`config.mk`:
```
export PLATFORM = sky130hd
export DESIGN_NAME = pc_block
export DESIGN_NICKNAME = d
export VERILOG_FILES = /design/src/rtl/pc_block.sv
export SDC_FILE = /design/constraint.sdc
export NUM_CORES = 1
export LEC_CHECK = 0
export ABC_CLOCK_PERIOD_IN_PS = 4200
export BUFFER_PORTS_ARGS = -buffer_cell sky130_fd_sc_hd__buf_4
export CAP_MARGIN = 40
export CORE_AREA = 4 4 57 59
export CTS_CLUSTER_SIZE = 16
export DETAILED_ROUTE_END_ITERATION = 12
export DIE_AREA = 0 0 61 63
export MAX_ROUTING_LAYER = met4
export PLACE_DENSITY = 0.51
export SLEW_MARGIN = 5
export SYNTH_ARGS = -nofsm -noshare
export SYNTH_HDL_FRONTEND = slang
export SYNTH_SLANG_ARGS = --single-unit
```
`constraint.sdc`:
```
create_clock -name clk -period 4.2 [get_ports clk]
set_input_delay 0.84 -clock clk [delete_from_list [all_inputs] [get_ports clk]]
set_output_delay 0.84 -clock clk [all_outputs]
set_load 0.03 [all_outputs]
```
`src/rtl/pc_block.sv`:
```
// ---------------------------------------------------------------------------
// pc_block
// Program counter register for the RISC-V fetch stage. Each enabled cycle the
// next address is chosen from a sequential increment, an immediate-computed
// branch/jump target, an ALU-computed target (JALR), or hold. The registered
// pc drives the instruction memory address directly.
//
// Optional build macro: PC_ALIGN_EN
//   When defined, targets loaded from imm_addr/alu_addr have bits [1:0]
//   cleared, and a registered pc_misalign output pulses for one cycle after
//   a load whose selected target had nonzero bits [1:0].
//
// Ports:
//   clk          rising-edge clock
//   rst_n        synchronous reset, ACTIVE HIGH despite the _n suffix
//   pc_en        update enable (0 = hold)
//   pc_sel       next-pc source: 00 inc, 01 imm_addr, 10 alu_addr, 11 hold
//   imm_addr     immediate-computed target
//   alu_addr     ALU-computed target
//   pc           current program counter (registered)
//   pc_misalign  (PC_ALIGN_EN only) misaligned-target flag (registered)
// ---------------------------------------------------------------------------
module pc_block #(
    parameter int                 ADDR_W       = 11,
    parameter logic [ADDR_W-1:0]  RESET_VECTOR = '0,
    parameter int                 PC_INC       = 4
) (
    input  logic              clk,
    input  logic              rst_n,
    input  logic              pc_en,
    input  logic [1:0]        pc_sel,
    input  logic [ADDR_W-1:0] imm_addr,
    input  logic [ADDR_W-1:0] alu_addr,
`ifdef PC_ALIGN_EN
    output logic              pc_misalign,
`endif
    output logic [ADDR_W-1:0] pc
);

    // Increment truncated to the pc width so the add wraps modulo 2^ADDR_W.
    localparam logic [ADDR_W-1:0] INC = ADDR_W'(PC_INC);

    typedef enum logic [1:0] {
        SEL_INC  = 2'b00,
        SEL_IMM  = 2'b01,
        SEL_ALU  = 2'b10,
        SEL_HOLD = 2'b11
    } pc_sel_t;

    logic [ADDR_W-1:0] target;
    logic              load;

    always_comb begin
        target = (pc_sel == SEL_ALU) ? alu_addr : imm_addr;
        load   = pc_en && (pc_sel == SEL_IMM || pc_sel == SEL_ALU);
    end

    always_ff @(posedge clk) begin
        if (rst_n) begin
            pc <= RESET_VECTOR;
        end else if (pc_en) begin
            case (pc_sel_t'(pc_sel))
                SEL_INC:  pc <= pc + INC;
`ifdef PC_ALIGN_EN
                SEL_IMM,
                SEL_ALU:  pc <= {target[ADDR_W-1:2], 2'b00};
`else
                SEL_IMM,
                SEL_ALU:  pc <= target;
`endif
                default:  pc <= pc;
            endcase
        end
    end

`ifdef PC_ALIGN_EN
    // Flag reflects only the most recent cycle; it clears on any non-load.
    always_ff @(posedge clk) begin
        if (rst_n) begin
            pc_misalign <= 1'b0;
        end else begin
            pc_misalign <= load && (target[1:0] != 2'b00);
        end
    end
`else
    logic unused_load;
    assign unused_load = load;
`endif

endmodule

```
Word level (Yosys, flattened, before mapping)
Index checks and enable logic that the tools add are counted.

operators by class
  add/sub/neg operators = 1
  equality and inequality tests = 2
  muxes and demuxes = 2
  reductions and logical operators = 4

operator list
  kind                                           number
  one-hot mux 11 bit (2 select lines)            1
  adder 11 x 3 -> 11 bit, second input constant  1
  two-way mux 11 bit                             1
  == test 2 x 1 -> 1 bit, second input constant  1
  == test 2 bit, second input constant           1
  logical NOT 2 bit                              1
  AND reduction 2 bit                            1
  nonzero test 2 bit                             1
  OR reduction 2 bit                             1

word-level totals
  register bits = 11
  input bits = 27
  output and inout bits = 11
  logic and storage cells = 10

Depth between registers and ports, before layout
Gate-level depths: netlist (run 1).

  word-level depth = 4
  gate-level depth with buffers = 6
  depth with buffers taken out = 5

Worst setup path before layout (run 1)
OpenSTA, ideal clock, no wires.

  path kind = input to register
  start = input pc_sel[0]
  end = register pc[7]
  library setup time = 95 ps
  arrival = 2024 ps
  data required time = 4105 ps
  path slack = 2081 ps
  stages = 6
  buffers on the path = 1
  path through = inv_1 -> ha_1 -> buf_4 -> nor3b_1 -> nor2_1 -> a221oi_1

on the way
  longest elaborated chain between the ends = 4
  elaborated cells between the ends (all ways) = 8
  classes of those cells = eq/ne: 2; mux: 2; reduce/logical: 4

RTL lines
  element                                                         line    RTL
  from (decl)                                                     31      input logic [1:0] pc_sel,
  == test 2 bit / == test 2 x 1 -> 1 bit (equally long branches)  54, 62
  OR reduction 2 bit                                              62      case (pc_sel_t'(pc_sel))
  nonzero test 2 bit (no source line)                             n/a
  AND reduction 2 bit (no source line)                            n/a
  to (signal assigned)                                            63      SEL_INC: pc <= pc + INC;
  to (signal assigned)                                            69      SEL_ALU: pc <= target;
  to (signal assigned)                                            71      default: pc <= pc;
  to (decl)                                                       37      output logic [ADDR_W-1:0] pc

Parallel ways exist; a longest one is shown, timed or not.
A chain may end at the register's enable or synchronous reset.

Worst setup path in the final report (run 1)
Same ends and word-level chain as after synthesis.

==> impl_metrics.yaml, run 1 <==
outcome:
  outcome: "finished clean"
power_and_ir_drop:
  p_int_mw: 0.1987
  seq_power_share: 0.414
  switching_power_mw: 0.09724
  power.total_mw: 0.2960
  cellLeakagePower_nw: 0.4471
  power_density_mw_per_mm2: 267.9
  swShare: 0.3285
  pwr-share-comb: 0.333
  peakVddDrop_v: 0.0001720
  clkPwrFrac: 0.253
placement:
  portBuffers: 37
  dpl_cell_area_mm2: 0.001079
  place_congestion: 0.6984
  dp_hpwl_um: 1690
drt:
  drt-vias-per-instance: 5.414
  drt_pre_antenna_iters: 4
  drtIter0Drc: 22
  drtAntennaViolNets: 0
  wl_per_cell_um: 14.42
  route.detailed.drc: 0
  num_vias: 850
  drt_wl_total_um: 2264
critical_path:
  r2r_cells: 4
  rrSetupSlack_ns: 2.62
  timing.rr.start: "pc[2]"
  critPathKind: "in -> reg"
  r2r-end: "pc[10]"
  crit_path_max_fanout: 23
  startpoint_type: "input pin"
  crit_path_end_kind: "flop"
  arrival_ns: 2.38
  worstPathRequired_ns: 4.37
synthesis:
  avgSynthCellArea_um2: 8.828
  ys_async_sr_fraction: 0
  synthTopCellsByArea: "dfxtp_1 (28%), mux2i_1 (7.6%), mux2_2 (7.1%)"
  yosys.area.top_type: "dfxtp_1"
  synth_warnings: 0
  synth_top_family_by_area: "compound AO/OA/AOI/OAI gates"
  yosysUniqueCellTypes: 36
  syn-num-nets: 120
  synth-edff-count: 0
  synth_simple_gate_area_frac: 0.2252
  synth-main-ff-cell: "dfxtp_1"
  syn-cell-area_um2: 794.5
  synth_compound_area_frac: 0.2346
  ys_seq_area_frac: 0.2772
  synth_top_area_frac: 0.2772
  synthAdderAreaFrac: 0.04724
  ys_seq_elements: 11
  synth-xor-area-share: 0
  synthMuxAreaShare: 0.1465
  syn_inst: 90
final_layout:
  utilization: 0.4077
  area_growth_pct: 39.06
  top_register: "pc"
  nNetsFinal: 157
  post-route-cell-area_mm2: 0.001105
  fillers: 288
  final_cell_mix: "buf_4 (37), dfxtp_1 (11), inv_1 (6), nand2b_1 (6), mux2i_1 (6)"
  final_common_cell: "buf_4"
  multiInputGateArea_um2: 519.2
  antenna_cells: 0
  layout-drive-gt1-share: 0.3651
  regArea_um2: 220.2
  largest_reg_flops: 11
  top_regs: "pc: 11 flops"
clocking:
  clk_pin_slew_ns: 0.07
  post_cts_buffers: 0
  tritoncts: "yes"
  cts_resized: 0
  clock_path_buffers: 2
  cts_inserted_buffers: 3
  clk_latency_ns: 0.27
  htreeDepth: 1
  cts-root-buf: "clkbuf_4"
  holdBufCountCts: 0
  cts_sinks: 11
sta:
  clock.fmax_mhz: 453.2
  skew_ns: 0.009497
  fin_crit_ns: 2.207
  setup_tns_ns: 0
  hold_violations: 0
  max-slew-margin-rel: 0.5759
  rsz0062_at_grt: "no"
  fin_crit_sh: 0.5254
  tightestPinTransition_ns: 0.6362
  finalSetupViolCount: 0
  drv_slew: 0
  whs_ns: 0.5067
worst_hold_path:
  min_to: "pc[1]"
  worstHoldPathType: "reg -> reg"
  hold_start: "pc[1]"
  holdPathStages: 2
floorplanning:
  row_count: 19
  coreArea_mm2: 0.002710
  dieArea_mm2: 0.003843
  dieWidth_um: 61
  initial_core_util: 0.2932
  die_h_um: 63
  io_pins: 38
global_route:
  grt_pass1_wl_um: 3525
  antenna_found_initial: 0
  grt_usage: 0.1220
  overflow: 0
  grt_max_degree: 24
  grt_pass1_vias: 793
flow_run:
  drv_cap: 0
==> metrics by stage <==
| stage | setup slack [ns] | instances |
|---|---|---|
| 4_1_cts | 2.004 | 157 |
| 2_1_floorplan | 2.081 | 90 |
| 3_3_place_gp | 1.754 | 153 |
| 6_report | 1.993 | 157 |
| 3_5_place_dp | 1.715 | 153 |
| 5_1_grt | 1.881 | 157 |
==> layer usage <==
| metal | global-route usage | up-vias | routed length [µm] |
|---|---|---|---|
| met2 | 0.1845 | 25 | 1138 |
| met1 | 0.1545 | 404 | 950 |
| met4 | 0.04065 | 0 | 13 |
| li1 | - | 419 | - |
| met5 | - | - | 0 |
| met3 | 0.03306 | 2 | 162 |
==> layout make-up <==
| cell class | count | share of cell area |
|---|---|---|
| repair buffers | 37 | 0.2514 |
| well taps | 31 | 0.03511 |
| flip-flops and latches | 11 | 0.1993 |
| inverters | 6 | 0.02039 |
| clock buffers | 4 | 0.02378 |
| multi-input cells | 68 | 0.4700 |
==> Yosys cell counts (all sizes together) (4+ instances only) <==
master and number:
dfxtp 11, inv 6, mux2i 6, nand2b 6, mux2 5, a21oi 4, buf 4, nor2 4
o32ai 4
==> critical path, stage by stage <==
cell      delay, ns
buf_4          0.09
inv_1          0.03
ha_1           0.55
nor3b_1        0.52
nor2_1         0.08
a221oi_1       0.28
==> kinds of logic (layout without fill, tap and decap cells) <==
| kind of cell | after synthesis | in the layout |
|---|---|---|
| AO/OA/AOI/OAI | 25 | 25 |
| adder cells (fa/ha/maj) | 3 | 3 |
| buffers and inverters | 11 | 47 |
| flip-flops | 11 | 11 |
| multiplexers | 11 | 11 |
| AND/OR/NAND/NOR | 29 | 29 |
==> worst max-delay path by stage <==
stage | startpoint | to | slack (ns)
after floorplan | pc_sel[0] | pc[7] | 2.08
after global placement | pc_sel[0] | pc[2] | 1.75
after detailed placement | pc_sel[0] | pc[7] | 1.71
after CTS | pc_sel[0] | pc[7] | 2.00
after global routing | pc_sel[0] | pc[7] | 1.88
final | pc_sel[0] | pc[7] | 1.99
==> power groups by stage <==
stage / clock, mW / sequential (mW) / combinational, mW
finish: 0.0749 / 0.123 / 0.0984
global route: 0.0812 / 0.124 / 0.108
CTS: 0.0776 / 0.123 / 0.100
detailed placement: 0 / 0.125 / 0.0997
global placement: 0 / 0.125 / 0.0985
floorplan: 0 / 0.138 / 0.0471
(Power assumes the default switching activity.)
==> run 2: changes to the inputs <==
--- a/config.mk
+++ b/config.mk
@@ -5,7 +5,8 @@
 export SDC_FILE = /design/constraint.sdc
 export NUM_CORES = 1
 export LEC_CHECK = 0
-export ABC_CLOCK_PERIOD_IN_PS = 4200
+export ABC_AREA = 1
+export ABC_CLOCK_PERIOD_IN_PS = 2150
 export BUFFER_PORTS_ARGS = -buffer_cell sky130_fd_sc_hd__buf_4
 export CAP_MARGIN = 40
 export CORE_AREA = 4 4 57 59
==> constraint.sdc (replaced) <==
create_clock -name clk -period 2.15 [get_ports clk]
set_input_delay 0.43 -clock clk [delete_from_list [all_inputs] [get_ports clk]]
set_output_delay 0.43 -clock clk [all_outputs]
set_load 0.03 [all_outputs]
==> impl_metrics.yaml, run 2 <==
synthesis:
  synth_simple_gate_area_frac: 0.3424
  synth_warnings: 0
  yosysMostFrequentCell: "nand2_1"
  synthTopCellsByArea: "dfxtp_1 (28%), nand2_1 (17%), a21oi_1 (10%)"
  ys_seq_elements: 11
  ys_seq_area_frac: 0.2816
  synthMuxAreaShare: 0
  syn-cell-area_um2: 782.0
  avgSynthCellArea_um2: 6.157
  synth_compound_area_frac: 0.2368
  yosysUniqueCellTypes: 20
  synthAdderAreaFrac: 0.04800
  ys_async_sr_fraction: 0
  yosys.area.top_type: "dfxtp_1"
  syn_inst: 127
  synth_top_family_by_area: "simple AND/OR/NAND/NOR gates"
  yosys-top-cells-count: "nand2_1 (36), a21oi_1 (16), o21ai_0 (13)"
  synth-edff-count: 0
  syn-num-nets: 157
  synth-main-ff-cell: "dfxtp_1"
  synth-xor-area-share: 0.01120
  synth_top_area_frac: 0.2816
global_route:
  antenna_found_initial: 0
  grt_pass1_wl_um: 3926
  grt_max_degree: 13
  overflow: 0
  grt_pass1_vias: 862
  grt_usage: 0.1369
drt:
  wl_per_cell_um: 12.11
  drtIter0Drc: 34
  top_layer_used: "met4"
  dr_wl_met3_um: 170
  drt_wl_total_um: 2374
  drt-vias-per-instance: 4.770
  route.met2.wl_um: 1004
  drt_pre_antenna_iters: 4
  drtAntennaViolNets: 0
  route.detailed.drc: 0
  num_vias: 935
  met1Wirelength_um: 1170
placement:
  place_congestion: 0.7536
  portBuffers: 37
  dp_hpwl_um: 1883
final_layout:
  antenna_cells: 0
  nNetsFinal: 196
  top_register: "pc"
  fillers: 305
  top_regs: "pc: 11 flops"
  largest_reg_flops: 11
  area_growth_pct: 41.12
  final_common_cell: "buf_4"
  final_cell_mix: "buf_4 (37), nand2_1 (36), a21oi_1 (16), o21ai_0 (13), nor2_1 (12)"
  layout-drive-gt1-share: 0.2909
sta:
  rsz0062_at_grt: "no"
  fin_crit_ns: 1.509
  setup_tns_ns: 0
  clock.fmax_mhz: 662.6
  finalSetupViolCount: 0
  max-slew-margin-rel: 0.7587
  tightestPinTransition_ns: 0.3619
  drv_slew: 0
  skew_ns: 0.004904
  hold_violations: 0
  fin_crit_sh: 0.7020
power_and_ir_drop:
  peakVddDrop_v: 0.0002987
  cellLeakagePower_nw: 0.5266
  power.total_mw: 0.5861
  power_density_mw_per_mm2: 531.1
clocking:
  holdBufCountCts: 0
  htreeDepth: 1
  post_cts_buffers: 0
  cts_sinks: 11
  clk_latency_ns: 0.27
  tritoncts: "yes"
  clock_path_buffers: 2
  cts_resized: 0
  cts-root-buf: "clkbuf_4"
  cts_inserted_buffers: 3
  clk_pin_slew_ns: 0.08
critical_path:
  path_common_cell: "inv_1"
  crit_path_end_kind: "flop"
  r2r_cells: 7
  r2r-end: "pc[10]"
  timing.rr.start: "pc[3]"
  path_cells: "buf_4, inv_1, ha_1, inv_1, o21ai_0, o21ai_1, o21ai_0, inv_1"
  rrSetupSlack_ns: 0.89
  slowest_stage: "ha_1"
  worstPathRequired_ns: 2.32
  crit_path_max_fanout: 12
  startpoint_type: "input pin"
  crit_buf_inv: 4
  arrival_ns: 1.68
  cp_top_family: "buffers and inverters"
  slowest_delay_ns: 0.37
  critPathKind: "in -> reg"
floorplanning:
  coreArea_mm2: 0.002710
  dieArea_mm2: 0.003843
  row_count: 19
  dieWidth_um: 61
  die_h_um: 63
  io_pins: 38
  initial_core_util: 0.2886
worst_hold_path:
  worstHoldPathType: "in -> reg"
  hold_start: "rst_n"
  min_to: "pc[4]"
  holdPathStages: 4
outcome:
  outcome: "finished clean"
flow_run:
  drv_cap: 0
run 2: changes by cell type after synthesis, moves of 3 or more:
cell,previous run,this run
a21oi_1,4,16
nand2_1,3,36
nand2b_1,6,0
o32ai_1,4,0
nand4_1,3,0
mux2_2,5,0
o21ai_0,1,13
nor2_1,4,12
nand3_1,2,9
nor2_2,0,3
mux2i_1,6,0
inv_1,6,9
run 2: worst min-delay path: stages:
cell	delay, ns
buf_4	0.08
nor2_1	0.03
o21ai_0	0.06
inv_1	0.04
run 2: worst max path at each step:
stage                     startpoint  endpoint  slack (ns)  cells after the start
after floorplan            pc_sel[0]     pc[4]        0.74                      9
after global placement     pc_sel[0]     pc[4]        0.41                      8
after detailed placement   pc_sel[0]     pc[4]        0.35                      8
after CTS                  pc_sel[0]     pc[4]        0.63                      8
after global routing       pc_sel[0]     pc[4]        0.47                      8
final                      pc_sel[0]     pc[4]        0.64                      8
run 2: logic make-up (layout without fill, tap and decap cells):
| kind of cell | count (synthesis) | count (layout) |
|---|---|---|
| compound gates | 35 | 35 |
| xor+xnor | 1 | 1 |
| fa+ha+maj | 3 | 3 |
| buf+inv | 14 | 52 |
| flops | 11 | 11 |
| simple gates | 63 | 63 |
run 2: power breakdown:
group          switching [mW]  internal [mW]  total, mW
registers              0.0213          0.221      0.242
clock network          0.0777         0.0718      0.149
logic                   0.109         0.0851      0.194
total                   0.208          0.378      0.586
run 2: final cells by class:
type,instances,area [µm²],area share
multi-input combinational,102,499.2,0.4524
sequential,11,220.2,0.1995
timing repair buffer,37,277.8,0.2517
inverter,11,41.29,0.03741
clock buffer,4,26.28,0.02381
tap,31,38.79,0.03515
run 2: layer usage:
| metal | global-route usage | vias to the layer above |
|---|---|---|
| li1 | - | 495 |
| met3 | 0.03099 | 4 |
| met5 | - | - |
| met2 | 0.1885 | 35 |
| met4 | 0.04336 | 0 |
| met1 | 0.1951 | 401 |
run 2: metrics by stage:
| step | std cells | cell area, µm² | utilization | worst slack, ns | hold slack (ns) |
|---|---|---|---|---|---|
| CTS | 196 | 1104 | 0.4072 | 0.6255 | 0.4167 |
| global placement | 192 | 1077 | 0.3975 | 0.4133 | 0.5435 |
| detailed placement | 192 | 1077 | 0.3975 | 0.3518 | 0.5377 |
| floorplan | 127 | 782.0 | - | 0.7379 | 0.5809 |
| global route | 196 | 1104 | 0.4072 | 0.4746 | 0.4347 |
| finish | 196 | 1104 | 0.4072 | 0.6407 | 0.4121 |
==> run 3: changes to the inputs <==
--- a/config.mk
+++ b/config.mk
@@ -6,7 +6,7 @@
 export NUM_CORES = 1
 export LEC_CHECK = 0
 export ABC_AREA = 1
-export ABC_CLOCK_PERIOD_IN_PS = 2150
+export ABC_CLOCK_PERIOD_IN_PS = 1400
 export BUFFER_PORTS_ARGS = -buffer_cell sky130_fd_sc_hd__buf_4
 export CAP_MARGIN = 40
 export CORE_AREA = 4 4 57 59
==> constraint.sdc (replaced) <==
create_clock -name clk -period 1.4 [get_ports clk]
set_input_delay 0.28 -clock clk [delete_from_list [all_inputs] [get_ports clk]]
set_output_delay 0.28 -clock clk [all_outputs]
set_load 0.03 [all_outputs]
==> impl_metrics.yaml, run 3 (synthesis gave the netlist of run 2 again) <==
outcome:
  outcome: "finished clean"
critical_path:
  path_cells: "ha_2, nand2_2, nor2_2, nand2_1, nand2_1, nand3_1, a21oi_1"
  critPathKind: "reg -> reg"
  crit_path_end_kind: "flop"
  startpoint: "pc[3]"
  slowest_stage: "dfxtp_1"
  path_common_cell: "nand2_1"
  timing.rr.start: "pc[3]"
  startpoint_type: "flop"
  worstPathRequired_ns: 1.61
  slowest_delay_ns: 0.41
  arrival_ns: 1.43
  crit_buf_inv: 0
  cp_top_family: "flip-flops"
  crit_path_max_fanout: 5
clocking:
  cts-root-buf: "clkbuf_4"
  clk_latency_ns: 0.28
  cts_sinks: 11
  cts_inserted_buffers: 3
  tritoncts: "yes"
  clock_path_buffers: 2
  htreeDepth: 1
  clk_pin_slew_ns: 0.08
  holdBufCountCts: 0
final_layout:
  final_common_cell: "buf_4"
  multiInputGateArea_um2: 501.7
  regArea_um2: 220.2
  final_cell_mix: "buf_4 (42), nand2_1 (36), a21oi_1 (16), o21ai_0 (13), nor2_1 (12)"
  largest_reg_flops: 11
  fillers: 308
  top_regs: "pc: 11 flops"
  utilization: 0.4224
  area_growth_pct: 46.40
  layout-drive-gt1-share: 0.3235
  nNetsFinal: 201
  top_register: "pc"
  antenna_cells: 0
sta:
  skew_ns: 0.003451
  rsz0062_at_grt: "no"
  clock.fmax_mhz: 822.2
  fin_crit_sh: 0.8688
  setup_tns_ns: 0
  drv_slew: 0
  max-slew-margin-rel: 0.7921
  hold_violations: 0
  tightestPinTransition_ns: 0.3115
  fin_crit_ns: 1.216
  finalSetupViolCount: 0
global_route:
  use_met3: 0.03512
  grt_usage: 0.1418
  overflow: 0
  grtUsageMet2: 0.2112
  grt_pass1_wl_um: 4167
  grt_max_degree: 12
  gr-usage-met1: 0.1899
  grt_pass1_vias: 948
  antenna_found_initial: 0
  grt-busiest-layer: "met2"
power_and_ir_drop:
  peakVddDrop_v: 0.0004155
  power_density_mw_per_mm2: 801.2
  pwr-share-comb: 0.346
  p_int_mw: 0.5882
  cellLeakagePower_nw: 0.5521
  switching_power_mw: 0.3290
  power.total_mw: 0.9172
  swShare: 0.3587
  clkPwrFrac: 0.252
  seq_power_share: 0.403
floorplanning:
  coreArea_mm2: 0.002710
  initial_core_util: 0.2886
  row_count: 19
  dieArea_mm2: 0.003843
  dieWidth_um: 61
  die_h_um: 63
  io_pins: 38
placement:
  dp_hpwl_um: 1980
  portBuffers: 37
  place_congestion: 0.8053
drt:
  route.detailed.drc: 0
  drt_pre_antenna_iters: 4
  drtIter0Drc: 47
  drt-vias-per-instance: 4.637
  wl_per_cell_um: 11.93
  num_vias: 932
  drtAntennaViolNets: 0
  drt_wl_total_um: 2397
flow_run:
  drv_cap: 0
worst_hold_path:
  hold_start: "rst_n"
  worstHoldPathType: "in -> reg"
[run 3: cell count changes in the layout (fill, tap and decap cells not counted), sizes merged]
cell and delta:
clkinv +1, buf +5, clkbuf -1
[run 3: final timing paths]
path | endpoint | slack (ns) | cells after the start
setup / recovery | pc[10] | 0.18 | 7
hold / removal | pc[4] | 0.27 | 4
setup reg to reg | pc[10] | 0.18 | 7
hold reg to reg | pc[0] | 0.56 | 2
[run 3: worst min-delay path, delay by kind of cell]
kind | cells | cell delay, ns
AOI/OAI and AO/OA | 1 | 0.06
buffers and inverters | 2 | 0.12
and+or+nand+nor | 1 | 0.04
[run 3: power by group through the flow]
stage          Clock, mW  Sequential [mW]  Combinational (mW)
2_1_floorplan          0            0.424               0.129
3_3_place_gp           0            0.376               0.317
3_5_place_dp           0            0.376               0.319
4_1_cts            0.238            0.369               0.321
5_1_grt            0.254            0.375               0.355
6_report           0.231            0.369               0.317
[run 3: cell type report]
cell class / count / share of cell area
Multi-Input combinational cell: 102 / 0.4383
Timing Repair Buffer: 42 / 0.2754
Sequential cell: 11 / 0.1923
Inverter: 11 / 0.03607
Tap cell: 31 / 0.03388
Clock buffer: 3 / 0.01967
Clock inverter: 1 / 0.004372
[run 3: layer usage]
layer  vias to the layer above  wire length, µm
met5                         -                0
met4                         0               21
met3                         4              157
met2                        34             1042
met1                       389             1176
li1                        505                -
[run 3: what timing repair did]
item                                    4_1_cts  5_1_grt
endpoints found under the setup margin        0        1
hold endpoints to repair                      0        0
resized for setup                             0        1
buffers inserted                              0        0
[run 3: metrics by stage]
stage                     hold slack [ns]  cells  worst slack (ns)  cell area (µm²)
after floorplan                    0.4309    127           0.07952            782.0
after global placement             0.5362    197           0.05985             1115
after detailed placement           0.5529    197           0.01697             1115
after CTS                          0.2647    201            0.1572             1142
after global routing               0.2954    201          0.005483             1145
final                              0.2666    201            0.1837             1145
